$ cat src/rtl/sccb_init_pkg.sv
// sccb_init_pkg: init-table entry layout, opcodes and decode helper shared by the init sequencer.
package sccb_init_pkg;
  typedef enum logic [1:0] {
    OP_WRITE  = 2'd0,
    OP_DELAY  = 2'd1,
    OP_VERIFY = 2'd2,
    OP_END    = 2'd3
  } sccb_op_e;
  localparam int OP_MSB   = 31;
  localparam int OP_LSB   = 30;
  localparam int RSV_MSB  = 29;
  localparam int RSV_LSB  = 24;
  localparam int ADDR_MSB = 23;
  localparam int ADDR_LSB = 8;
  localparam int DATA_MSB = 7;
  localparam int DATA_LSB = 0;
  typedef struct packed {
    sccb_op_e    op;
    logic [5:0]  rsvd;
    logic [15:0] addr;
    logic [7:0]  data;
  } sccb_init_entry_t;
  function automatic sccb_init_entry_t unpack_entry(input logic [31:0] w);
    sccb_init_entry_t e;
    e.op   = sccb_op_e'(w[OP_MSB:OP_LSB]);
    e.rsvd = w[RSV_MSB:RSV_LSB];
    e.addr = w[ADDR_MSB:ADDR_LSB];
    e.data = w[DATA_MSB:DATA_LSB];
    return e;
  endfunction
endpackage

$ cat src/rtl/axi4_lite_if.sv
// axi4_lite_if: AXI4-Lite channel bundle between the init sequencer and the SCCB master register window.
interface axi4_lite_if #(parameter int ADDR_W = 32);
  logic              awvalid;
  logic              awready;
  logic [ADDR_W-1:0] awaddr;
  logic              wvalid;
  logic              wready;
  logic [31:0]       wdata;
  logic [3:0]        wstrb;
  logic              bvalid;
  logic              bready;
  logic [1:0]        bresp;
  logic              arvalid;
  logic              arready;
  logic [ADDR_W-1:0] araddr;
  logic              rvalid;
  logic              rready;
  logic [31:0]       rdata;
  logic [1:0]        rresp;
  modport master (
    output awvalid, awaddr, wvalid, wdata, wstrb, bready, arvalid, araddr, rready,
    input  awready, wready, bvalid, bresp, arready, rvalid, rdata, rresp
  );
  modport slave (
    input  awvalid, awaddr, wvalid, wdata, wstrb, bready, arvalid, araddr, rready,
    output awready, wready, bvalid, bresp, arready, rvalid, rdata, rresp
  );
endinterface

$ cat src/rtl/sccb_init_seq_ms_timer.sv
// sccb_ms_timer: 1 ms prescaler driving a 16-bit millisecond down-counter.
module sccb_ms_timer #(
  parameter int CLK_FREQ = 74_250_000
) (
  input  logic        clk_i,
  input  logic        rst_n_i,
  input  logic        load_i,
  input  logic [15:0] ms_i,
  output logic        expired_o
);
  localparam int TICKS = (CLK_FREQ / 1000 > 0) ? CLK_FREQ / 1000 : 1;
  localparam int PW    = (TICKS > 1) ? $clog2(TICKS) : 1;
  logic [PW-1:0] r_pre;
  logic [15:0]   r_ms;
  logic          w_tick;
  assign w_tick = r_pre == PW'(TICKS - 1);
  always_ff @(posedge clk_i or negedge rst_n_i) begin
    if (!rst_n_i) begin
      r_pre <= '0;
      r_ms  <= '0;
    end else if (load_i) begin
      r_pre <= '0;
      r_ms  <= ms_i;
    end else if (r_ms != 16'd0) begin
      r_pre <= w_tick ? '0 : r_pre + 1'b1;
      r_ms  <= w_tick ? r_ms - 16'd1 : r_ms;
    end
  end
  // Flag the final tick itself so the caller leaves on exactly N ms, not N ms + 1 cycle.
  assign expired_o = (r_ms == 16'd0) || (r_ms == 16'd1 && w_tick);
endmodule

$ cat src/rtl/sccb_init_seq.sv
// sccb_init_seq: walks a sensor init table and replays it as AXI4-Lite writes, delays and
// read-back verifies against the SCCB master, reporting done/error and the failing entry.
module sccb_init_seq
  import sccb_init_pkg::*;
#(
  parameter int CLK_FREQ     = 74_250_000,
  parameter int TABLE_DEPTH  = 256,
  parameter int RESP_TIMEOUT = 1_000_000,
  parameter int AXI_ADDR_W   = 32
) (
  input  logic                           clk_i,
  input  logic                           rst_n_i,
  input  logic                           start_i,
  output logic [$clog2(TABLE_DEPTH)-1:0] tbl_addr_o,
  input  logic [31:0]                    tbl_data_i,
  axi4_lite_if.master                    sccb_if,
  output logic                           busy_o,
  output logic                           done_o,
  output logic                           err_o,
  output logic [$clog2(TABLE_DEPTH)-1:0] err_idx_o,
  output logic [7:0]                     err_rdata_o
);
  localparam int IW  = $clog2(TABLE_DEPTH);
  localparam int TOW = $clog2(RESP_TIMEOUT + 1);
  typedef enum logic [3:0] {
    S_IDLE, S_FETCH, S_DECODE, S_WR_REQ, S_WR_RESP, S_RD_REQ, S_RD_RESP,
    S_DLY, S_NEXT, S_DONE, S_ERR
  } state_e;
  state_e            r_state;
  sccb_init_entry_t  r_entry;
  logic [IW-1:0]     r_idx;
  logic [IW-1:0]     r_err_idx;
  logic [7:0]        r_err_rdata;
  logic              r_busy;
  logic              r_done;
  logic              r_err;
  logic              r_awvalid;
  logic              r_wvalid;
  logic              r_bready;
  logic              r_arvalid;
  logic              r_rready;
  logic [AXI_ADDR_W-1:0] r_awaddr;
  logic [AXI_ADDR_W-1:0] r_araddr;
  logic [31:0]       r_wdata;
  logic [3:0]        r_wstrb;
  logic [TOW-1:0]    r_tmo;
  sccb_init_entry_t  w_ent;
  logic              w_load;
  logic              w_expired;
  logic              w_tmo_hit;
  logic              w_aw_ok;
  logic              w_w_ok;
  logic [IW:0]       w_idx_inc;
  logic              w_wrap;
  logic              w_unused;
  assign w_ent     = unpack_entry(tbl_data_i);
  assign w_load    = (r_state == S_DECODE) && (w_ent.op == OP_DELAY) && (w_ent.addr != 16'd0);
  assign w_tmo_hit = r_tmo == TOW'(RESP_TIMEOUT - 1);
  assign w_aw_ok   = !r_awvalid || sccb_if.awready;
  assign w_w_ok    = !r_wvalid || sccb_if.wready;
  assign w_idx_inc = {1'b0, r_idx} + 1'b1;
  assign w_wrap    = w_idx_inc == (IW + 1)'(TABLE_DEPTH);
  assign w_unused  = ^{r_entry.op, r_entry.rsvd, r_entry.addr, sccb_if.bresp, sccb_if.rresp,
                       sccb_if.rdata[31:8]};
  sccb_ms_timer #(.CLK_FREQ(CLK_FREQ)) u_timer (
    .clk_i     (clk_i),
    .rst_n_i   (rst_n_i),
    .load_i    (w_load),
    .ms_i      (w_ent.addr),
    .expired_o (w_expired)
  );
  always_ff @(posedge clk_i or negedge rst_n_i) begin
    if (!rst_n_i) begin
      r_state     <= S_IDLE;
      r_entry     <= '0;
      r_idx       <= '0;
      r_err_idx   <= '0;
      r_err_rdata <= '0;
      r_busy      <= 1'b0;
      r_done      <= 1'b0;
      r_err       <= 1'b0;
      r_awvalid   <= 1'b0;
      r_wvalid    <= 1'b0;
      r_bready    <= 1'b0;
      r_arvalid   <= 1'b0;
      r_rready    <= 1'b0;
      r_awaddr    <= '0;
      r_araddr    <= '0;
      r_wdata     <= '0;
      r_wstrb     <= '0;
      r_tmo       <= '0;
    end else begin
      case (r_state)
        S_IDLE: if (start_i) begin
          r_done  <= 1'b0;
          r_err   <= 1'b0;
          r_idx   <= '0;
          r_busy  <= 1'b1;
          r_state <= S_FETCH;
        end
        S_FETCH: r_state <= S_DECODE;
        S_DECODE: begin
          r_entry <= w_ent;
          case (w_ent.op)
            OP_WRITE: begin
              r_awvalid <= 1'b1;
              r_wvalid  <= 1'b1;
              r_awaddr  <= AXI_ADDR_W'(w_ent.addr);
              r_wdata   <= {24'd0, w_ent.data};
              r_wstrb   <= 4'b0001;
              r_state   <= S_WR_REQ;
            end
            OP_DELAY: r_state <= (w_ent.addr == 16'd0) ? S_NEXT : S_DLY;
            OP_VERIFY: begin
              r_arvalid <= 1'b1;
              r_araddr  <= AXI_ADDR_W'(w_ent.addr);
              r_state   <= S_RD_REQ;
            end
            default: begin
              r_done  <= 1'b1;
              r_state <= S_DONE;
            end
          endcase
        end
        S_WR_REQ: begin
          if (r_awvalid && sccb_if.awready) r_awvalid <= 1'b0;
          if (r_wvalid && sccb_if.wready) r_wvalid <= 1'b0;
          if (w_aw_ok && w_w_ok) begin
            r_bready <= 1'b1;
            r_tmo    <= '0;
            r_state  <= S_WR_RESP;
          end
        end
        S_WR_RESP: begin
          if (sccb_if.bvalid) begin
            r_bready <= 1'b0;
            r_state  <= S_NEXT;
          end else if (w_tmo_hit) begin
            r_bready  <= 1'b0;
            r_err     <= 1'b1;
            r_err_idx <= r_idx;
            r_state   <= S_ERR;
          end else begin
            r_tmo <= r_tmo + 1'b1;
          end
        end
        S_RD_REQ: if (sccb_if.arready) begin
          r_arvalid <= 1'b0;
          r_rready  <= 1'b1;
          r_tmo     <= '0;
          r_state   <= S_RD_RESP;
        end
        S_RD_RESP: begin
          if (sccb_if.rvalid) begin
            r_rready <= 1'b0;
            if (sccb_if.rdata[7:0] == r_entry.data) begin
              r_state <= S_NEXT;
            end else begin
              r_err       <= 1'b1;
              r_err_idx   <= r_idx;
              r_err_rdata <= sccb_if.rdata[7:0];
              r_state     <= S_ERR;
            end
          end else if (w_tmo_hit) begin
            r_rready  <= 1'b0;
            r_err     <= 1'b1;
            r_err_idx <= r_idx;
            r_state   <= S_ERR;
          end else begin
            r_tmo <= r_tmo + 1'b1;
          end
        end
        S_DLY: if (w_expired) r_state <= S_NEXT;
        S_NEXT: begin
          r_idx   <= w_idx_inc[IW-1:0];
          r_done  <= w_wrap;
          r_state <= w_wrap ? S_DONE : S_FETCH;
        end
        S_DONE, S_ERR: begin
          r_busy  <= 1'b0;
          r_state <= S_IDLE;
        end
        default: r_state <= S_IDLE;
      endcase
    end
  end
  assign tbl_addr_o      = r_idx;
  assign busy_o          = r_busy;
  assign done_o          = r_done;
  assign err_o           = r_err;
  assign err_idx_o       = r_err_idx;
  assign err_rdata_o     = r_err_rdata;
  assign sccb_if.awvalid = r_awvalid;
  assign sccb_if.awaddr  = r_awaddr;
  assign sccb_if.wvalid  = r_wvalid;
  assign sccb_if.wdata   = r_wdata;
  assign sccb_if.wstrb   = r_wstrb;
  assign sccb_if.bready  = r_bready;
  assign sccb_if.arvalid = r_arvalid;
  assign sccb_if.araddr  = r_araddr;
  assign sccb_if.rready  = r_rready;
endmodule
$ cat src/flat_wrapper.sv
// flat-port wrapper written by rule: the top's interface ports become plain ports
module sccb_init_seq_flat import sccb_init_pkg::*;
#(
  parameter int CLK_FREQ     = 74_250_000,
  parameter int TABLE_DEPTH  = 256,
  parameter int RESP_TIMEOUT = 1_000_000,
  parameter int AXI_ADDR_W   = 32
)
  (clk_i, rst_n_i, start_i, tbl_addr_o, tbl_data_i, busy_o, done_o, err_o, err_idx_o, err_rdata_o, sccb_if_awvalid, sccb_if_awaddr, sccb_if_wvalid, sccb_if_wdata, sccb_if_wstrb, sccb_if_bready, sccb_if_arvalid, sccb_if_araddr, sccb_if_rready, sccb_if_awready, sccb_if_wready, sccb_if_bvalid, sccb_if_bresp, sccb_if_arready, sccb_if_rvalid, sccb_if_rdata, sccb_if_rresp);
  axi4_lite_if sccb_if_i ();
  input  logic clk_i;
  input  logic rst_n_i;
  input  logic start_i;
  output logic [$clog2(TABLE_DEPTH)-1:0] tbl_addr_o;
  input  logic [31:0] tbl_data_i;
  output logic busy_o;
  output logic done_o;
  output logic err_o;
  output logic [$clog2(TABLE_DEPTH)-1:0] err_idx_o;
  output logic [7:0] err_rdata_o;
  output wire logic [$bits(sccb_if_i.awvalid)-1:0] sccb_if_awvalid;
  output wire logic [$bits(sccb_if_i.awaddr)-1:0] sccb_if_awaddr;
  output wire logic [$bits(sccb_if_i.wvalid)-1:0] sccb_if_wvalid;
  output wire logic [$bits(sccb_if_i.wdata)-1:0] sccb_if_wdata;
  output wire logic [$bits(sccb_if_i.wstrb)-1:0] sccb_if_wstrb;
  output wire logic [$bits(sccb_if_i.bready)-1:0] sccb_if_bready;
  output wire logic [$bits(sccb_if_i.arvalid)-1:0] sccb_if_arvalid;
  output wire logic [$bits(sccb_if_i.araddr)-1:0] sccb_if_araddr;
  output wire logic [$bits(sccb_if_i.rready)-1:0] sccb_if_rready;
  input wire logic [$bits(sccb_if_i.awready)-1:0] sccb_if_awready;
  input wire logic [$bits(sccb_if_i.wready)-1:0] sccb_if_wready;
  input wire logic [$bits(sccb_if_i.bvalid)-1:0] sccb_if_bvalid;
  input wire logic [$bits(sccb_if_i.bresp)-1:0] sccb_if_bresp;
  input wire logic [$bits(sccb_if_i.arready)-1:0] sccb_if_arready;
  input wire logic [$bits(sccb_if_i.rvalid)-1:0] sccb_if_rvalid;
  input wire logic [$bits(sccb_if_i.rdata)-1:0] sccb_if_rdata;
  input wire logic [$bits(sccb_if_i.rresp)-1:0] sccb_if_rresp;
  assign sccb_if_awvalid = sccb_if_i.awvalid;
  assign sccb_if_awaddr = sccb_if_i.awaddr;
  assign sccb_if_wvalid = sccb_if_i.wvalid;
  assign sccb_if_wdata = sccb_if_i.wdata;
  assign sccb_if_wstrb = sccb_if_i.wstrb;
  assign sccb_if_bready = sccb_if_i.bready;
  assign sccb_if_arvalid = sccb_if_i.arvalid;
  assign sccb_if_araddr = sccb_if_i.araddr;
  assign sccb_if_rready = sccb_if_i.rready;
  assign sccb_if_i.awready = sccb_if_awready;
  assign sccb_if_i.wready = sccb_if_wready;
  assign sccb_if_i.bvalid = sccb_if_bvalid;
  assign sccb_if_i.bresp = sccb_if_bresp;
  assign sccb_if_i.arready = sccb_if_arready;
  assign sccb_if_i.rvalid = sccb_if_rvalid;
  assign sccb_if_i.rdata = sccb_if_rdata;
  assign sccb_if_i.rresp = sccb_if_rresp;
  sccb_init_seq #(.CLK_FREQ(CLK_FREQ), .TABLE_DEPTH(TABLE_DEPTH), .RESP_TIMEOUT(RESP_TIMEOUT), .AXI_ADDR_W(AXI_ADDR_W)) u_core (.clk_i(clk_i), .rst_n_i(rst_n_i), .start_i(start_i), .tbl_addr_o(tbl_addr_o), .tbl_data_i(tbl_data_i), .sccb_if(sccb_if_i), .busy_o(busy_o), .done_o(done_o), .err_o(err_o), .err_idx_o(err_idx_o), .err_rdata_o(err_rdata_o));
endmodule
$ cat config.mk
export PLATFORM = sky130hd
export DESIGN_NAME = sccb_init_seq_flat
export DESIGN_NICKNAME = d
export VERILOG_FILES = /design/src/rtl/sccb_init_pkg.sv /design/src/rtl/axi4_lite_if.sv /design/src/rtl/sccb_init_seq_ms_timer.sv /design/src/rtl/sccb_init_seq.sv /design/src/flat_wrapper.sv
export SDC_FILE = /design/constraint.sdc
export NUM_CORES = 1
export LEC_CHECK = 0
export BUFFER_PORTS_ARGS = -buffer_cell sky130_fd_sc_hd__buf_2
export CAP_MARGIN = 5
export CORE_MARGIN = 4
export CORE_UTILIZATION = 42
export DETAILED_ROUTE_END_ITERATION = 12
export GPL_TIMING_DRIVEN = 1
export PLACE_DENSITY_LB_ADDON = 0.08
export RECOVER_POWER = 25
export SLEW_MARGIN = 20
export SYNTH_ARGS = -nofsm -noshare
export SYNTH_HDL_FRONTEND = slang
export SYNTH_SLANG_ARGS = --single-unit
export TNS_END_PERCENT = 1
$ cat constraint.sdc
create_clock -name clk_i -period 2.5 [get_ports clk_i]
set_clock_uncertainty 0.2 [all_clocks]
set_input_delay 0.25 -clock clk_i [delete_from_list [all_inputs] [get_ports clk_i]]
set_output_delay 0.25 -clock clk_i [all_outputs]
set_load 0.02 [all_outputs]
* Word level (Yosys, flattened, before mapping) *
Cells that the tools add are included.

storage, ports and cells
  bits of input ports = 76
  output and inout port bits = 132
  flip-flop bits (word level) = 138

operators by class
  muxes and demuxes = 56
  reduce and logical (&&, ||, !) cells = 47
  bitwise operators = 1
  equality and inequality tests = 31
  add/subtract/negate cells = 4

operator list
  cell                   number
  $mux 20                5
  $pmux 20 s4            1
  $mux 17                3
  $mux 16                3
  $mux 8                 5
  $mux 4                 9
  $pmux 4 s9             1
  $logic_not 16->1       2
  $pmux 8 s2             2
  $reduce_bool 16->1     2
  $reduce_and 3->1       8
  $add 20x1->20 const B  1
  $eq 20x20->1 const B   1
  $reduce_bool 2->1      9
  $add 17x1->17 const B  1
  $eq 17x17->1 const B   1
  $mux 1                 17
  $eq 16x1->1 const B    1
  $eq 4x3->1 const B     4
  $ne 2x2->1 const B     8
  $sub 16x1->16 const B  1
  $eq 4x4->1 const B     3
  $pmux 1 s2             6
  $pmux 4 s3             1
  other kinds (25)       44

* Logic depth before layout (Yosys ltp) *
  depth in word-level cells = 5
  mapped depth = 9
  depth with buffers taken out = 7

* Modules after synthesis *
Synthesis repeated with hierarchy kept, for this count alone.

second synthesis, totals
  cell total of the unflattened synthesis = 750
  area, all modules = 7407.1 µm²

by module, submodules not included
  module         cells an instance  times used  area each (µm²)
  sccb_init_seq  511                1           5332.6
  sccb_ms_timer  239                1           2074.5

* Least setup slack after synthesis *
OpenSTA, ideal clock, no wires.

  path kind = register -> register
  start = register u_core.r_state[2]
  end = register u_core.r_awaddr[3] (netlist: u_core.sccb_if.awaddr[3])
  clock period less this slack = 2373 ps
  data arrival time = 2048 ps
  library setup time = 125 ps
  cell stages (with the launch flop) = 6
  buffers on the path = 2
  path slack = 127 ps
  data required time = 2175 ps
  cells stage by stage = dfrtp_1 > buf_2 > or4b_1 > nor3_4 > buf_2 > mux2_2

on the way
  longest elaborated chain between the ends = 2

ends and longest elaborated chain
  what                        line                  source
  start: declaration          sccb_init_seq.sv:29   state_e r_state;
  start signal: assignment    sccb_init_seq.sv:113  OP_DELAY: r_state <= (w_ent.addr == 16'd0) ? S_NEXT : S_DLY;
  start signal: assignment    sccb_init_seq.sv:177  r_state <= w_wrap ? S_DONE : S_FETCH;
  $eq 4x2->1                  sccb_init_seq.sv:93   case (r_state)
  $reduce_and 2->1 (no line)  -
  end signal: assignment      sccb_init_seq.sv:108  r_awaddr <= AXI_ADDR_W'(w_ent.addr);
  end: declaration            sccb_init_seq.sv:42   logic [AXI_ADDR_W-1:0] r_awaddr;

No other way between the ends.
A chain may end at the register's enable or synchronous reset.

* Final worst setup path *
  start = input sccb_if_rdata[5]
  end = register u_core.r_err_idx[4] (netlist: u_core.err_idx_o[4])

on the way
  longest elaborated chain between the ends = 3

ends and longest elaborated chain
  what                        line                  source
  start: declaration          flat_wrapper.sv:36    input wire logic [$bits(sccb_if_i.rdata)-1:0] sccb_if_rdata;
  $eq 8x8->1                  sccb_init_seq.sv:156  if (sccb_if.rdata[7:0] == r_entry.data) begin
  $ne 3x3->1 (no line)        -
  $reduce_and 3->1 (no line)  -
  end signal: assignment      sccb_init_seq.sv:141  r_err_idx <= r_idx;
  end signal: assignment      sccb_init_seq.sv:160  r_err_idx <= r_idx;
  end signal: assignment      sccb_init_seq.sv:167  r_err_idx <= r_idx;
  end: declaration            sccb_init_seq.sv:32   logic [IW-1:0] r_err_idx;

No other way between the ends.

==> results.json <==
{
  "run_status": "finished, final reports clean",
  "synth_top_family_by_area": "simple AND/OR/NAND/NOR gates",
  "synthSimpleGateAreaFrac_pct": 19.5,
  "path_max_fanout": 9,
  "met1Wirelength_mm": 8.57,
  "leakage_nw": 4.25,
  "synth_compound_area_share_pct": 12.8,
  "dpl-instance-area_um2": 8390,
  "layout_common_cells": "dfrtp_1, buf_2, conb_1",
  "hold_depth": 3,
  "vias_per_cell": 5.40,
  "die_h_um": 141,
  "synth_adder_area_share_pct": 1.34,
  "overflow": 0,
  "worstPathRequired_ns": 2.61,
  "drive_above_1_share_pct": 26.2,
  "globalRouteTotalUtil_pct": 19.6,
  "drt_first_pass_iters": 5,
  "dp_hpwl_mm": 13.6,
  "setup_tns_ns": 0,
  "min-delay-start": "tbl_data_i[31]",
  "cts_tree": "done",
  "endpoint_kind": "register",
  "drc": 0,
  "synth_area_um2": 7470,
  "start_util_pct": 43.1,
  "grt_pass1_wl_mm": 31.8,
  "synth_cell_types": 68,
  "power_mw": 9.42,
  "ir_worst_vdd_v": 0.000581,
  "wl_met2_mm": 9.67,
  "postSynthAreaPerCell_um2": 10.2,
  "clockBufferDepth": 2,
  "grt_max_degree": 77,
  "die-area_um2": 20000,
  "fin_crit_ns": 2.40,
  "slew_headroom_pct": 29.2,
  "syn2layout_area_growth_pct": 25.4,
  "synthMuxAreaShare_pct": 9.93,
  "synth_seq_area_share_pct": 46.2,
  "antenna_found_initial": 1,
  "critPathKind": "in -> reg",
  "routed_wirelength_mm": 19.4,
  "crit_arrival_ns": 2.51,
  "maxCapViolCount": 0,
  "wl_per_cell_um": 16.7,
  "drv_slew": 0,
  "synth-edff-count": 0,
  "cts_num_sinks": 138,
  "rrSetupSlack_ns": 0.17,
  "drt_iter0_markers": 366,
  "finalInstanceArea_um2": 9370,
  "cts.htree.levels": 4,
  "row_count": 48,
  "port_buffers": 114,
  "num_vias": 6248,
  "top_layer": "met4",
  "fin_hold_ws_ns": 0.0488,
  "final_nets": 1003,
  "clock_latency_ns": 0.42,
  "ant_nets": 0,
  "io_pins": 208,
  "yosys_most_used_dff": "dfrtp_1",
  "startpoint_type": "primary input",
  "setup_violations": 0,
  "synthXorXnorAreaFrac_pct": 1.52,
  "synthCells": 735,
  "hold_end": "u_core.done_o",
  "cts-root-buf": "clkbuf_16",
  "dr_wl_met3_um": 936,
  "min_period_over_period_pct": 96.0,
  "die_w_um": 141,
  "final_common_cell": "dfrtp_1",
  "tightest_slew_ns": 1.06,
  "grt_pass1_vias": 6120,
  "cts_buffers": 17,
  "min_path_type": "in -> reg",
  "ys_ff_latch": 138,
  "r2r_cells": 4,
  "timing.fmax_mhz": 417,
  "rsz0062_at_grt": "false",
  "synth_warnings": 0,
  "r2r-end": "u_core.sccb_if.araddr[13]",
  "core_area_um2": 17400,
  "r2r-start": "u_core.r_state[2]",
  "async_reset_ff_share_pct": 100,
  "finalHoldViolCount": 0,
  "power_density_nw_per_um2": 1010,
  "clk_pin_slew_worst_paths_ns": 0.06,
  "gp_congestion": 0.876
}
-- cells in the mapped netlist (3+ instances only) --
| cell type | count | share of area, % |
|---|---|---|
| nand2b_1 | 16 | 1.3 |
| o31ai_1 | 18 | 1.8 |
| nor3b_1 | 4 | 0.40 |
| nand3b_1 | 4 | 0.40 |
| mux2i_1 | 10 | 1.3 |
| buf_1 | 3 | 0.15 |
| o21ai_1 | 3 | 0.20 |
| ha_1 | 8 | 1.3 |
| a21boi_1 | 4 | 0.40 |
| nor4_1 | 15 | 1.3 |
| o41ai_1 | 6 | 0.70 |
| nor3_1 | 6 | 0.40 |
| or3_1 | 18 | 1.5 |
| buf_4 | 60 | 6.0 |
| or4_1 | 16 | 1.6 |
| o21ai_0 | 38 | 2.5 |
| mux2_1 | 23 | 3.5 |
| mux2_2 | 34 | 5.1 |
| inv_1 | 13 | 0.65 |
| nor4b_1 | 6 | 0.70 |
| nand2_1 | 60 | 3.0 |
| nand3_1 | 22 | 1.5 |
| nor2_1 | 44 | 2.2 |
| a31oi_1 | 19 | 1.6 |
| a21oi_1 | 21 | 1.4 |
| clkbuf_1 | 16 | 0.80 |
| and3_1 | 11 | 0.92 |
| dfrtp_1 | 138 | 46 |
| o211ai_1 | 4 | 0.40 |
| buf_2 | 8 | 0.54 |
| xor2_1 | 12 | 1.4 |
| nand4_1 | 10 | 0.84 |
| nor2b_1 | 8 | 0.67 |
| o311ai_1 | 6 | 0.70 |
| or2_2 | 3 | 0.25 |
| buf_6 | 3 | 0.45 |
| and2_1 | 5 | 0.42 |
-- what timing repair did --
item                                    4_1_cts  5_1_grt
gates resized for setup                       0        7
endpoints found under the setup margin        0       16
buffers inserted                              0        0
hold buffers                                 37        0
endpoints found under the hold margin       150        0
-- stage by stage --
stage / setup WS, ns / util [%] / instances
after detailed placement: 0.0363 / 48.3 / 1088
after floorplan: 0.127 / - / 793
final: 0.100 / 54.0 / 1158
after global routing: 0.00955 / 54.0 / 1158
after CTS: 0.0290 / 53.9 / 1157
after global placement: 0.0754 / 48.3 / 1088
-- routing by layer --
| metal | vias to the layer above | track usage [%] |
|---|---|---|
| met1 | 3108 | 26.7 |
| met3 | 17 | 4.11 |
| li1 | 2948 | - |
| met5 | - | 0 |
| met2 | 175 | 32.4 |
| met4 | 0 | 4.75 |
-- how the worst max path moves through the flow --
stage                                           to  slack, ns         startpoint
after CTS                 u_core.u_timer.r_pre[15]       0.03     tbl_data_i[23]
after detailed placement  u_core.u_timer.r_pre[13]       0.04     tbl_data_i[17]
after global routing       u_core.sccb_if.wdata[3]       0.01            rst_n_i
after global placement    u_core.u_timer.r_pre[11]       0.08     tbl_data_i[17]
final                          u_core.err_idx_o[4]       0.10   sccb_if_rdata[5]
after floorplan           u_core.sccb_if.awaddr[3]       0.13  u_core.r_state[2]
-- registers in the layout, summed over array words and instances, names as in the netlist --
name / count
u_core.r_tmo: 20
u_core.u_timer.r_pre: 17
u_core.sccb_if.araddr: 16
u_core.sccb_if.awaddr: 16
u_core.u_timer.r_ms: 16
u_core.err_idx_o: 8
u_core.err_rdata_o: 8
u_core.r_entry: 8
u_core.sccb_if.wdata: 8
u_core.tbl_addr_o: 8
u_core.r_state: 4
u_core.busy_o: 1
u_core.done_o: 1
u_core.err_o: 1
u_core.sccb_if.arvalid: 1
u_core.sccb_if.awvalid: 1
u_core.sccb_if.bready: 1
u_core.sccb_if.rready: 1
u_core.sccb_if.wstrb: 1
u_core.sccb_if.wvalid: 1
-- final cells by class --
class | count | area (um2)
multi-input combinational | 552 | 3620
tap | 225 | 282
sequential | 138 | 3460
fill | 1568 | 7980
clock buffer | 18 | 439
clock inverter | 14 | 166
antenna | 1 | 2.50
timing repair buffer | 197 | 1360
inverter | 13 | 48.8
-- critical path: stages --
cell and delay, ns:
dlygate4sd3_1 0.55, buf_2 0.14, xor2_1 0.14, nor4_1 0.44, buf_4 0.20, a21oi_2 0.06, o221ai_2 0.16, buf_4 0.21
mux2_2 0.35
-- cells by family after synthesis --
family                   after synthesis
AND/OR/NAND/NOR                      262
AO/OA/AOI/OAI                        143
flip-flops                           138
buffers and inverters                103
multiplexers                          67
XOR/XNOR                              13
adder cells (fa/ha/maj)                8
other                                  1
-- power by group --
part	switching [mW]	internal, mW	leakage, nW
registers	0.604	3.00	1.75
clock network	1.05	1.52	0.287
logic	1.93	1.33	2.22
total	3.58	5.84	4.25
No activity file was read; power rests on OpenSTA's default activity.
